<file path="src/rtl/countdown_timer.sv">
// countdown_timer: 1 Hz count-down timer with done pulse and latched alarm; define AUTO_RELOAD_EN for periodic reload mode
module countdown_timer #(
    parameter int CLK_DIV = 10,
    parameter int WIDTH   = 8
) (
    input  logic             clk,
    input  logic             rst,
    input  logic             load,
    input  logic [WIDTH-1:0] load_value,
    input  logic             start_stop,
    input  logic             clear_btn,
    output logic [WIDTH-1:0] seconds,
    output logic             running,
    output logic             done,
    output logic             alarm
);
    localparam int PW = (CLK_DIV > 2) ? $clog2(CLK_DIV) : 1;

    typedef enum logic [1:0] {IDLE, RUN, PAUSE, EXPIRED} state_t;

    state_t           state_q, state_d;
    logic [WIDTH-1:0] seconds_q, seconds_d;
    logic [WIDTH-1:0] reload_q, reload_d;
    logic [PW-1:0]    presc_q, presc_d;
    logic             running_q, running_d;
    logic             done_q, done_d;
    logic             alarm_q, alarm_d;
    logic             tick;

    assign tick = (state_q == RUN) && (presc_q == PW'(CLK_DIV - 1));

    // next-state, counter and output logic; clear beats load beats start_stop
    always_comb begin
        state_d   = state_q;
        seconds_d = seconds_q;
        reload_d  = reload_q;
        alarm_d   = alarm_q;
        done_d    = 1'b0;
        if (clear_btn) begin
            seconds_d = '0;
            alarm_d   = 1'b0;
            state_d   = IDLE;
        end else if (load && state_q != RUN) begin
            seconds_d = load_value;
            reload_d  = load_value;
            alarm_d   = 1'b0;
            state_d   = IDLE;
        end else begin
            unique case (state_q)
                IDLE:    state_d = (start_stop && seconds_q != '0) ? RUN : IDLE;
                RUN: begin
                    if (tick && seconds_q <= WIDTH'(1)) begin
                        done_d = 1'b1;
`ifdef AUTO_RELOAD_EN
                        seconds_d = reload_q;
`else
                        seconds_d = '0;
                        alarm_d   = 1'b1;
                        state_d   = EXPIRED;
`endif
                    end else begin
                        seconds_d = tick ? seconds_q - WIDTH'(1) : seconds_q;
                        state_d   = start_stop ? PAUSE : RUN;
                    end
                end
                PAUSE:   state_d = start_stop ? RUN : PAUSE;
                EXPIRED: begin
                    alarm_d = start_stop ? 1'b0 : alarm_q;
                    state_d = start_stop ? IDLE : EXPIRED;
                end
                default: state_d = IDLE;
            endcase
        end
        presc_d   = (state_q == RUN && state_d == RUN && !tick) ? presc_q + PW'(1) : '0;
        running_d = (state_d == RUN);
    end

    // state and datapath registers with synchronous reset
    always_ff @(posedge clk) begin
        if (rst) begin
            state_q   <= IDLE;
            seconds_q <= '0;
            reload_q  <= '0;
            presc_q   <= '0;
            running_q <= 1'b0;
            done_q    <= 1'b0;
            alarm_q   <= 1'b0;
        end else begin
            state_q   <= state_d;
            seconds_q <= seconds_d;
            reload_q  <= reload_d;
            presc_q   <= presc_d;
            running_q <= running_d;
            done_q    <= done_d;
            alarm_q   <= alarm_d;
        end
    end

    assign seconds = seconds_q;
    assign running = running_q;
    assign done    = done_q;
    assign alarm   = alarm_q;
endmodule

</file>
<file path="config.mk">
export PLATFORM = sky130hd
export DESIGN_NAME = countdown_timer
export DESIGN_NICKNAME = d
export VERILOG_FILES = /design/src/rtl/countdown_timer.sv
export SDC_FILE = /design/constraint.sdc
export NUM_CORES = 1
export LEC_CHECK = 0
export CAP_MARGIN = 30
export CORE_UTILIZATION = 50
export CTS_BUF_LIST = sky130_fd_sc_hd__clkbuf_2 sky130_fd_sc_hd__clkbuf_4 sky130_fd_sc_hd__clkbuf_8
export CTS_CLUSTER_DIAMETER = 100
export DETAILED_ROUTE_END_ITERATION = 12
export GPL_TIMING_DRIVEN = 0
export MAX_ROUTING_LAYER = met4
export PLACE_DENSITY_LB_ADDON = 0.12
export REMOVE_ABC_BUFFERS = 1
export SYNTH_ARGS = -nofsm -noshare
export SYNTH_HDL_FRONTEND = slang
export SYNTH_SLANG_ARGS = --single-unit
</file>
<file path="constraint.sdc">
create_clock -name clk -period 1.8 [get_ports clk]
set_input_delay 0.36 -clock clk [delete_from_list [all_inputs] [get_ports clk]]
set_output_delay 0.36 -clock clk [all_outputs]
set_load 0.02 [all_outputs]
</file>
==> results by group, run 1 <==
Status
  • Outcome: completed

Floorplanning
  • Core area: between 1500 and 2000 um^2
  • Die area: about 2100 um^2
  • Die X: between 40 and 50 um
  • Initial Util: 0.5369
  • Rows: 15
  • IO Pins: 24
  • Die Y: between 40 and 50 um

Timing
  • Clk_skew: roughly 0.0087 ns
  • Setup slack after layout: around 0.042 ns
  • Setup_tns: 0 ns
  • Final slew viol count: 0
  • Fmax: roughly 570 MHz
  • Final Cycle Share: 0.9764
  • Period minus WS final: around 1.8 ns
  • Hold Worst Slack: approximately 0.47 ns
  • Max_slew headroom: 0.5632
  • Final hold vios: 0
  • Setup Viol. Count Final: 0
  • Slew @ Worst Pin: 0.6492 ns

Clock tree
  • Htree depth: 1
  • Clock Latency Late Sink: ~0.30 ns
  • Inserted Clock Buffers: 3
  • Clk buf depth: 2
  • Clock sink count: 17
  • TritonCTS clock tree: yes
  • CTS Hold Bufs: 0
  • Post-CTS setup buffer count: 0
  • Root buf cell: clkbuf_4
  • Worst-path clk slew: around 0.11 ns

Pwr
  • Share of total power in combinational logic: 0.178
  • Max VDD drop: approximately 0.55 mV
  • Sw Pwr: between 0.2 and 0.25 mW
  • Pwr Total: about 0.74 mW
  • Switching share of power: 0.2820
  • Int Power: approximately 0.53 mW
  • Leakage: approximately 0.5 nW
  • Clock network power share: 0.289
  • Sequential power share: 0.534
  • Pwr/cell area: between 600 and 700 nW/um^2

Run
  • Max Cap Viol: 0

Drt
  • Routed WL per cell: about 13 um
  • WL final: about 2100 um
  • Drt first pass iters: 4
  • Via density: ~5.8
  • Initial DRC Count: 30
  • DRC viols: 0
  • Final antenna-violating net count: 0
  • Via count: approximately 900

Setup path
  • CP Class: flop to output port
  • Crit-path cells: clkdlybuf4s50_1
  • Critical path peak fanout: 5
  • Worst path max stage delay: around 0.65 ns
  • Critical Path AT: ~1.4 ns
  • Crit-path slowest cell: clkdlybuf4s50_1
  • CP endpoint kind: output port
  • Crit path required time: approximately 1.4 ns
  • CP startpoint kind: flop
  • Levels on crit path: 1
  • Cells on worst reg2reg path: 5
  • Worst path top cell family by delay: buffers and inverters
  • Crit path buf inv count: 1

GRT
  • Vias in the first global route: between 700 and 800
  • First-pass GRT wire length: 3332 um
  • Overflow after GRT: 0
  • All-Layer GR Usage: 0.2316
  • Initial antenna violation count: 0
  • Largest net degree at the start of global routing: 16

Yosys
  • Syn Area/Cell: between 8 and 9 um^2
  • Seq/Total Area, Yosys: 0.3632
  • Post-Syn Area: approximately 940 um^2
  • Yosys top cell area share: 0.3632
  • Synth top cells by count: dfxtp_1, a31oi_1, nor2_1
  • YS warnings: 0
  • Number of synthesized flops with an enable pin: 0
  • Ys async rst share: 0
  • Synth unique cells: 36
  • Cell with the most instances after synthesis: dfxtp_1
  • #FFs+latches synth: 17
  • Ys flop type: dfxtp_1
  • Synth area leader: dfxtp_1
  • Syn Inst Count: between 100 and 150
  • Area contributors post-synth: dfxtp_1, a31oi_1, ha_1

Cells and area
  • Fin area: about 1200 um^2
  • Final nets: 150
  • Number of inserted diodes: 0
  • Syn-to-layout area delta: 30.31%
  • Share of layout cells above drive strength 1: 0.1136

Placed design
  • Hpwl dp: between 1500 and 2000 um
  • Port Buffers: 23
  • Placed inst area: between 1000 and 1500 um^2
  • Setup WS pre-CTS: 0.1244 ns
  • Final Wtd Congestion: about 0.88

Hold path
  • Worst hold stages: 2
  • Worst Hold Class: flop to flop
==> flip-flops by register name, summed over array words and instances (netlist names) <==
| register | flops |
|---|---|
| done | 1 |
| seconds | 8 |
| running | 1 |
| alarm | 1 |
| state_q | 2 |
| presc_q | 4 |
==> power by group through the flow <==
| stage | registers [mW] | logic (mW) | clock network [mW] |
|---|---|---|---|
| floorplan | 0.411 | 0.0657 | 0 |
| global placement | 0.404 | 0.128 | 0 |
| detailed placement | 0.404 | 0.130 | 0 |
| CTS | 0.396 | 0.132 | 0.210 |
| global route | 0.397 | 0.144 | 0.233 |
| finish | 0.396 | 0.132 | 0.214 |
==> path summary, 6_finish.rpt <==
path / start / end / slack (ns)
setup reg to reg: seconds[1]$_SDFFE_PP0P_ / seconds[6]$_SDFFE_PP0P_ / 0.07
hold / removal: alarm$_SDFFE_PP0P_ / alarm$_SDFFE_PP0P_ / 0.47
hold reg to reg: alarm$_SDFFE_PP0P_ / alarm$_SDFFE_PP0P_ / 0.47
setup / recovery: seconds[7]$_SDFFE_PP0P_ / seconds[7] / 0.04
==> worst reg2reg max path, stage by stage (launching register included) <==
cell and delay, ns:
dfxtp_1 0.36, inv_1 0.09, ha_1 0.23, or3b_4 0.42, o41ai_1 0.36, a31oi_1 0.15
==> logic make-up (layout without fill, tap and decap cells) <==
kind of cell | count (synthesis) | count (layout) | synth area share
DFF | 17 | 17 | 0.3632
and+or+nand+nor | 41 | 41 | 0.2737
xor gates and xnor gates | 3 | 3 | 0.02804
muxes | 4 | 4 | 0.04273
buffers and inverters | 9 | 33 | 0.03871
AOI/OAI and AO/OA | 30 | 30 | 0.2003
adders and majority gates | 4 | 4 | 0.05341
==> through the flow <==
| stage | util | std cells |
|---|---|---|
| 4_1_cts | 0.6946 | 157 |
| 5_1_grt | 0.6996 | 157 |
| 3_3_place_gp | 0.6789 | 153 |
| 2_1_floorplan | - | 105 |
| 6_report | 0.6996 | 157 |
| 3_5_place_dp | 0.6789 | 153 |
==> metal layers <==
| metal | wire, um | part of all wire | up-vias | track usage |
|---|---|---|---|---|
| met4 | 24 | 0.011 | 0 | 0.07273 |
| li1 | - | - | 453 | - |
| met5 | 0 | 0 | - | - |
| met2 | 1032 | 0.49 | 23 | 0.3739 |
| met3 | 89 | 0.042 | 5 | 0.03600 |
| met1 | 971 | 0.46 | 422 | 0.2951 |
==> cell type report <==
cell class | count | area (um^2)
multi-input cells | 82 | 560.5
well taps | 25 | 31.28
repair buffers | 23 | 237.7
fillers | 157 | 524.3
clock inverters | 1 | 5.005
inverters | 6 | 22.52
flip-flops and latches | 17 | 341.6
clock buffers | 3 | 22.52
==> timing repair <==
action,in CTS,in global routing
resized for setup,0,4
hold endpoints to repair,0,0
setup endpoints to repair,0,4
==> cell usage in the layout, fill, tap and decap left out, drive strengths merged, types with 3 or more instances in the layout <==
master         synthesis  layout
a21oi                  7       7
a31oi                  9       9
and3                   3       3
clkbuf                 0       3
clkdlybuf4s50          0      20
dfxtp                 17      17
dlymetal6s2s           0       3
ha                     4       4
inv                    6       6
mux2i                  4       4
nand2                  6       6
nand3                  7       7
nor2                   9       9
o211ai                 3       3
o21ai                  4       4
o22ai                  3       3
or2                    3       3
Power figures use the tool's default switching activity.
==> run 2, diff against run 1 <==
--- a/config.mk
+++ b/config.mk
@@ -7,7 +7,7 @@
 export LEC_CHECK = 0
 export CAP_MARGIN = 30
 export CORE_UTILIZATION = 50
-export CTS_BUF_LIST = sky130_fd_sc_hd__clkbuf_2 sky130_fd_sc_hd__clkbuf_4 sky130_fd_sc_hd__clkbuf_8
+export CTS_BUF_LIST = sky130_fd_sc_hd__clkbuf_4
 export CTS_CLUSTER_DIAMETER = 100
 export DETAILED_ROUTE_END_ITERATION = 12
 export GPL_TIMING_DRIVEN = 0
==> constraint.sdc (replaced) <==
create_clock -name clk -period 1.9 [get_ports clk]
set_input_delay 0.38 -clock clk [delete_from_list [all_inputs] [get_ports clk]]
set_output_delay 0.38 -clock clk [all_outputs]
set_load 0.02 [all_outputs]
==> results by group, run 2 (synthesized netlist as in run 1, its figures left out) <==
Status
  • Outcome: completed

Timing
  • Slew @ Worst Pin: between 0.6 and 0.7 ns
  • Final Cycle Share: 0.9488
  • Setup slack after layout: ~0.097 ns
  • Max_slew headroom: 0.5612
  • Setup Viol. Count Final: 0
  • Hold Worst Slack: approximately 0.47 ns
  • Final slew viol count: 0
  • Setup_tns: 0 ns
  • Period minus WS final: ~1.8 ns
  • Clk_skew: a little over 0.008 ns
  • Final hold vios: 0
  • Fmax: approximately 550 MHz
  • RSZ-0062 raised after global routing: no

Pwr
  • Max VDD drop: 0.5217 mV
  • Sequential power share: 0.536
  • Clock network power share: 0.285
  • Pwr Total: about 0.70 mW
  • Int Power: between 0.5 and 0.6 mW
  • Pwr/cell area: 576.8 nW/um^2
  • Sw Pwr: between 0.15 and 0.2 mW
  • Leakage: approximately 0.44 nW
  • Switching share of power: 0.2778
  • Share of total power in combinational logic: 0.179

Placed design
  • Post-Place Cells: between 150 and 200
  • Port Buffers: 23
  • Placed inst area: 1185 um^2
  • Final Wtd Congestion: 0.8784
  • Setup WS pre-CTS: between 0.2 and 0.25 ns
  • Hpwl dp: 1544 um

GRT
  • GR peak layer: met2
  • First-pass GRT wire length: 3332 um
  • GR Util met3: 0.03600
  • Met2 GRT Util: 0.3739
  • Vias in the first global route: ~780
  • Largest net degree at the start of global routing: 16
  • All-Layer GR Usage: 0.2316
  • Overflow after GRT: 0
  • Initial antenna violation count: 0
  • GRT met1 Usage: 0.2951

Drt
  • Via count: 925
  • DRC viols: 0
  • WL final: around 2100 um
  • Initial DRC Count: 24
  • Via density: 5.892
  • Routed WL per cell: roughly 13 um
  • Drt first pass iters: 4
  • Final antenna-violating net count: 0

Cells and area
  • Fillers: ~160
  • Syn-to-layout area delta: 29.37%
  • Share of layout cells above drive strength 1: 0.1061
  • Fin util: 0.6946
  • Final nets: 150
  • Largest register FFs: 8
  • Commonest non-fill, non-tap cells in the layout: clkdlybuf4s50_1, dfxtp_1, nor2_1, a31oi_1, a21oi_1
  • Fin area: 1212 um^2
  • Layout Cells excl Fill: between 150 and 200
  • Number of inserted diodes: 0
  • Commonest non-fill, non-tap cell in the layout: clkdlybuf4s50_1

Clock tree
  • CTS Hold Bufs: 0
  • Clock sink count: 17
  • Inserted Clock Buffers: 3
  • Post_cts resized: 0
  • Clk buf depth: 2
  • TritonCTS clock tree: yes
  • Htree depth: 1
  • Worst-path clk slew: roughly 0.11 ns
  • Clock Latency Late Sink: 0.29 ns
  • Post-CTS setup buffer count: 0
  • Root buf cell: clkbuf_4

Setup path
  • CP startpoint kind: flop
  • Crit path buf inv count: 1
  • Crit path required time: 1.52 ns
  • CP endpoint kind: output port
  • Critical Path AT: 1.42 ns
  • Worst path top cell family by delay: buffers and inverters
  • Crit-path cells: clkdlybuf4s50_1
  • CP Class: flop to output port
  • Crit-path slowest cell: clkdlybuf4s50_1
  • Worst path max stage delay: approximately 0.66 ns
  • Critical path peak fanout: 6

Floorplanning
  • Die Y: ~45 um
  • Die X: about 45 um
  • Initial Util: 0.5369
  • Die area: 2052 um^2
  • Rows: 15
  • IO Pins: 24
  • Core area: 1745 um^2

Run
  • Max Cap Viol: 0

Hold path
  • Worst Hold Class: flop to flop
run 2: cell count changes in the layout (fill, tap and decap cells not counted), sizes merged:
| cell | delta |
|---|---|
| clkdlybuf4s50 | +3 |
| dlymetal6s2s | -3 |
run 2: metal layers:
metal | vias to the layer above | part of all wire
met5 | - | 0
met4 | 0 | 0.012
met3 | 5 | 0.050
met2 | 27 | 0.47
met1 | 439 | 0.46
li1 | 454 | -
run 2: power groups by stage:
stage / clock network (mW) / registers [mW] / logic [mW]
after floorplan: 0 / 0.389 / 0.0623
after global placement: 0 / 0.383 / 0.122
after detailed placement: 0 / 0.383 / 0.124
after CTS: 0.199 / 0.375 / 0.125
after global routing: 0.221 / 0.376 / 0.136
final: 0.199 / 0.375 / 0.125
run 2: worst paths after layout:
check / from / endpoint / slack [ns] / cells after the start
worst min register to register: alarm$_SDFFE_PP0P_ / alarm$_SDFFE_PP0P_ / 0.47 / 2
worst max-delay path: seconds[5]$_SDFFE_PP0P_ / seconds[5] / 0.1 / 1
worst max register to register: seconds[0]$_SDFFE_PP0P_ / seconds[5]$_SDFFE_PP0P_ / 0.19 / 6
worst min-delay path: alarm$_SDFFE_PP0P_ / alarm$_SDFFE_PP0P_ / 0.47 / 2
run 2: final cells by class:
cell class,count,area (um^2),share of cell area
repair buffers,23,230.2,0.1899
clock buffers,3,22.52,0.01858
well taps,25,31.28,0.02580
flip-flops and latches,17,340.3,0.2807
multi-input cells,82,560.5,0.4623
inverters,6,22.52,0.01858
clock inverters,1,5.005,0.004128
==> run 3, diff against run 2 <==
--- a/config.mk
+++ b/config.mk
@@ -6,7 +6,7 @@
 export NUM_CORES = 1
 export LEC_CHECK = 0
 export CAP_MARGIN = 30
-export CORE_UTILIZATION = 50
+export CORE_UTILIZATION = 45
 export CTS_BUF_LIST = sky130_fd_sc_hd__clkbuf_4
 export CTS_CLUSTER_DIAMETER = 100
 export DETAILED_ROUTE_END_ITERATION = 12
==> constraint.sdc (replaced) <==
create_clock -name clk -period 1.5 [get_ports clk]
set_input_delay 0.3 -clock clk [delete_from_list [all_inputs] [get_ports clk]]
set_output_delay 0.3 -clock clk [all_outputs]
set_load 0.02 [all_outputs]
==> results by group, run 3 (synthesized netlist as in run 1, its figures left out) <==
Timing
  • Slew @ Worst Pin: around 0.53 ns
  • Clk_skew: about 0.00054 ns
  • Final slew viol count: 0
  • Period minus WS final: roughly 1.5 ns
  • Max_slew headroom: 0.6484
  • Final hold vios: 0
  • Fmax: 675.7 MHz
  • Setup slack after layout: around 0.02 ns
  • Hold Worst Slack: around 0.45 ns
  • RSZ-0062 raised after global routing: yes
  • Setup Viol. Count Final: 0
  • Final Cycle Share: 0.9866

Placed design
  • Port Buffers: 23
  • Final Wtd Congestion: 0.8221
  • Post-Place Cells: between 150 and 200
  • Setup WS pre-CTS: -0.1931 ns
  • Hpwl dp: approximately 1600 um

Clock tree
  • TritonCTS clock tree: yes
  • Root buf cell: clkbuf_4
  • Htree depth: 1
  • Worst-path clk slew: 0.10 ns
  • Clock sink count: 17
  • Clk buf depth: 2
  • CTS Hold Bufs: 0
  • Clock Latency Late Sink: around 0.3 ns
  • Inserted Clock Buffers: 3

Floorplanning
  • Die X: roughly 48 um
  • Rows: 16
  • Die area: between 2000 and 2500 um^2
  • Die Y: between 40 and 50 um
  • Initial Util: 0.4777
  • IO Pins: 24
  • Core area: 1962 um^2

Drt
  • Initial DRC Count: 9
  • Via density: 5.660
  • Highest routed layer: met4
  • Drt first pass iters: 4
  • M1 wire length: approximately 990 um
  • WL final: roughly 2300 um
  • Routed WL per cell: about 14 um
  • Final antenna-violating net count: 0
  • WL met3: ~110 um
  • DRC viols: 0
  • Via count: slightly above 900
  • WL met2: about 1200 um

Pwr
  • Sw Pwr: roughly 0.26 mW
  • Clock network power share: 0.281
  • Share of total power in combinational logic: 0.196
  • Int Power: 0.6462 mW
  • Switching share of power: 0.2882
  • Pwr/cell area: about 690 nW/um^2
  • Sequential power share: 0.523
  • Max VDD drop: a little over 0.5 mV
  • Leakage: 0.5515 nW

Cells and area
  • Largest register FFs: 8
  • Final nets: approximately 150
  • Number of inserted diodes: 0
  • Layout Cells excl Fill: ~160
  • Syn-to-layout area delta: 40.05%
  • Fin util: 0.6690
  • Commonest non-fill, non-tap cell in the layout: clkdlybuf4s50_1
  • Commonest non-fill, non-tap cells in the layout: clkdlybuf4s50_1, dfxtp_1, dlygate4sd2_1, nor2_1, a31oi_1
  • Share of layout cells above drive strength 1: 0.2296

Setup path
  • CP Class: flop to flop
  • Critical Path AT: 1.71 ns
  • CP startpoint kind: flop
  • Critical path peak fanout: 5
  • Crit path required time: about 1.7 ns
  • CP endpoint kind: flop

GRT
  • Vias in the first global route: slightly above 800
  • Largest net degree at the start of global routing: 16
  • Overflow after GRT: 0
  • First-pass GRT wire length: ~3600 um
  • All-Layer GR Usage: 0.2318
  • Initial antenna violation count: 0

Hold path
  • Worst Hold Class: flop to flop

Status
  • Outcome: completed

Run
  • Max Cap Viol: 0
==> run 3: changes by cell type in the layout (fill, tap and decap cells not counted), moves of 3 or more <==
| cell | previous run | this run |
|---|---|---|
| clkdlybuf4s50_1 | 23 | 12 |
| dlygate4sd2_1 | 0 | 10 |
| dfxtp_1 | 17 | 10 |
| dfxtp_2 | 0 | 4 |
| buf_4 | 0 | 3 |
| dfxtp_4 | 0 | 3 |
==> run 3: path summary, 6_finish.rpt <==
kind                            cells past startpoint  slack [ns]               startpoint                       to
worst max-delay path                                6        0.02  seconds[1]$_SDFFE_PP0P_  seconds[6]$_SDFFE_PP0P_
worst max register to register                      6        0.02  seconds[1]$_SDFFE_PP0P_  seconds[6]$_SDFFE_PP0P_
worst min register to register                      1        0.45    presc_q[0]$_SDFF_PP0_    presc_q[0]$_SDFF_PP0_
worst min-delay path                                1        0.45    presc_q[0]$_SDFF_PP0_    presc_q[0]$_SDFF_PP0_
==> run 3: layout make-up <==
class,instances,area (um^2)
clock inverters,1,5.005
flip-flops and latches,17,356.6
fillers,189,649.4
clock buffers,3,22.52
inverters,6,27.53
multi-input cells,82,624.3
repair buffers,26,242.7
well taps,27,33.78
==> run 3: repair_timing <==
action,4_1_cts,5_1_grt
pin swaps,4,3
endpoints found under the setup margin,23,14
buffers inserted,1,2
hold endpoints to repair,0,0
gates resized for setup,26,9
==> run 3: worst max-delay path, stage by stage (launching register included) <==
cell	delay, ns
dfxtp_4	0.38
inv_4	0.06
ha_4	0.15
or3b_4	0.41
nor3_4	0.13
o211ai_1	0.11
a31oi_1	0.17
==> run 3: per-stage QoR <==
step | cell area [um^2] | power, mW | setup TNS (ns)
after floorplan | 923.4 | 0.5721 | -0.8247
after global placement | 1187 | 0.6401 | -1.259
after detailed placement | 1187 | 0.6425 | -1.735
after CTS | 1260 | 0.8875 | 0
after global routing | 1313 | 0.9423 | -0.3874
final | 1313 | 0.9078 | 0
==> run 3: layer usage <==
metal,track usage,vias to the layer above
li1,-,460
met1,0.2723,422
met2,0.3890,28
met3,0.03396,7
met4,0.1056,0
met5,-,-
==> run 3: power by group through the flow <==
stage / registers (mW) / logic, mW / clock network (mW)
global placement: 0.485 / 0.155 / 0
floorplan: 0.493 / 0.0789 / 0
detailed placement: 0.486 / 0.156 / 0
finish: 0.475 / 0.178 / 0.255
CTS: 0.476 / 0.163 / 0.249
global route: 0.477 / 0.192 / 0.273
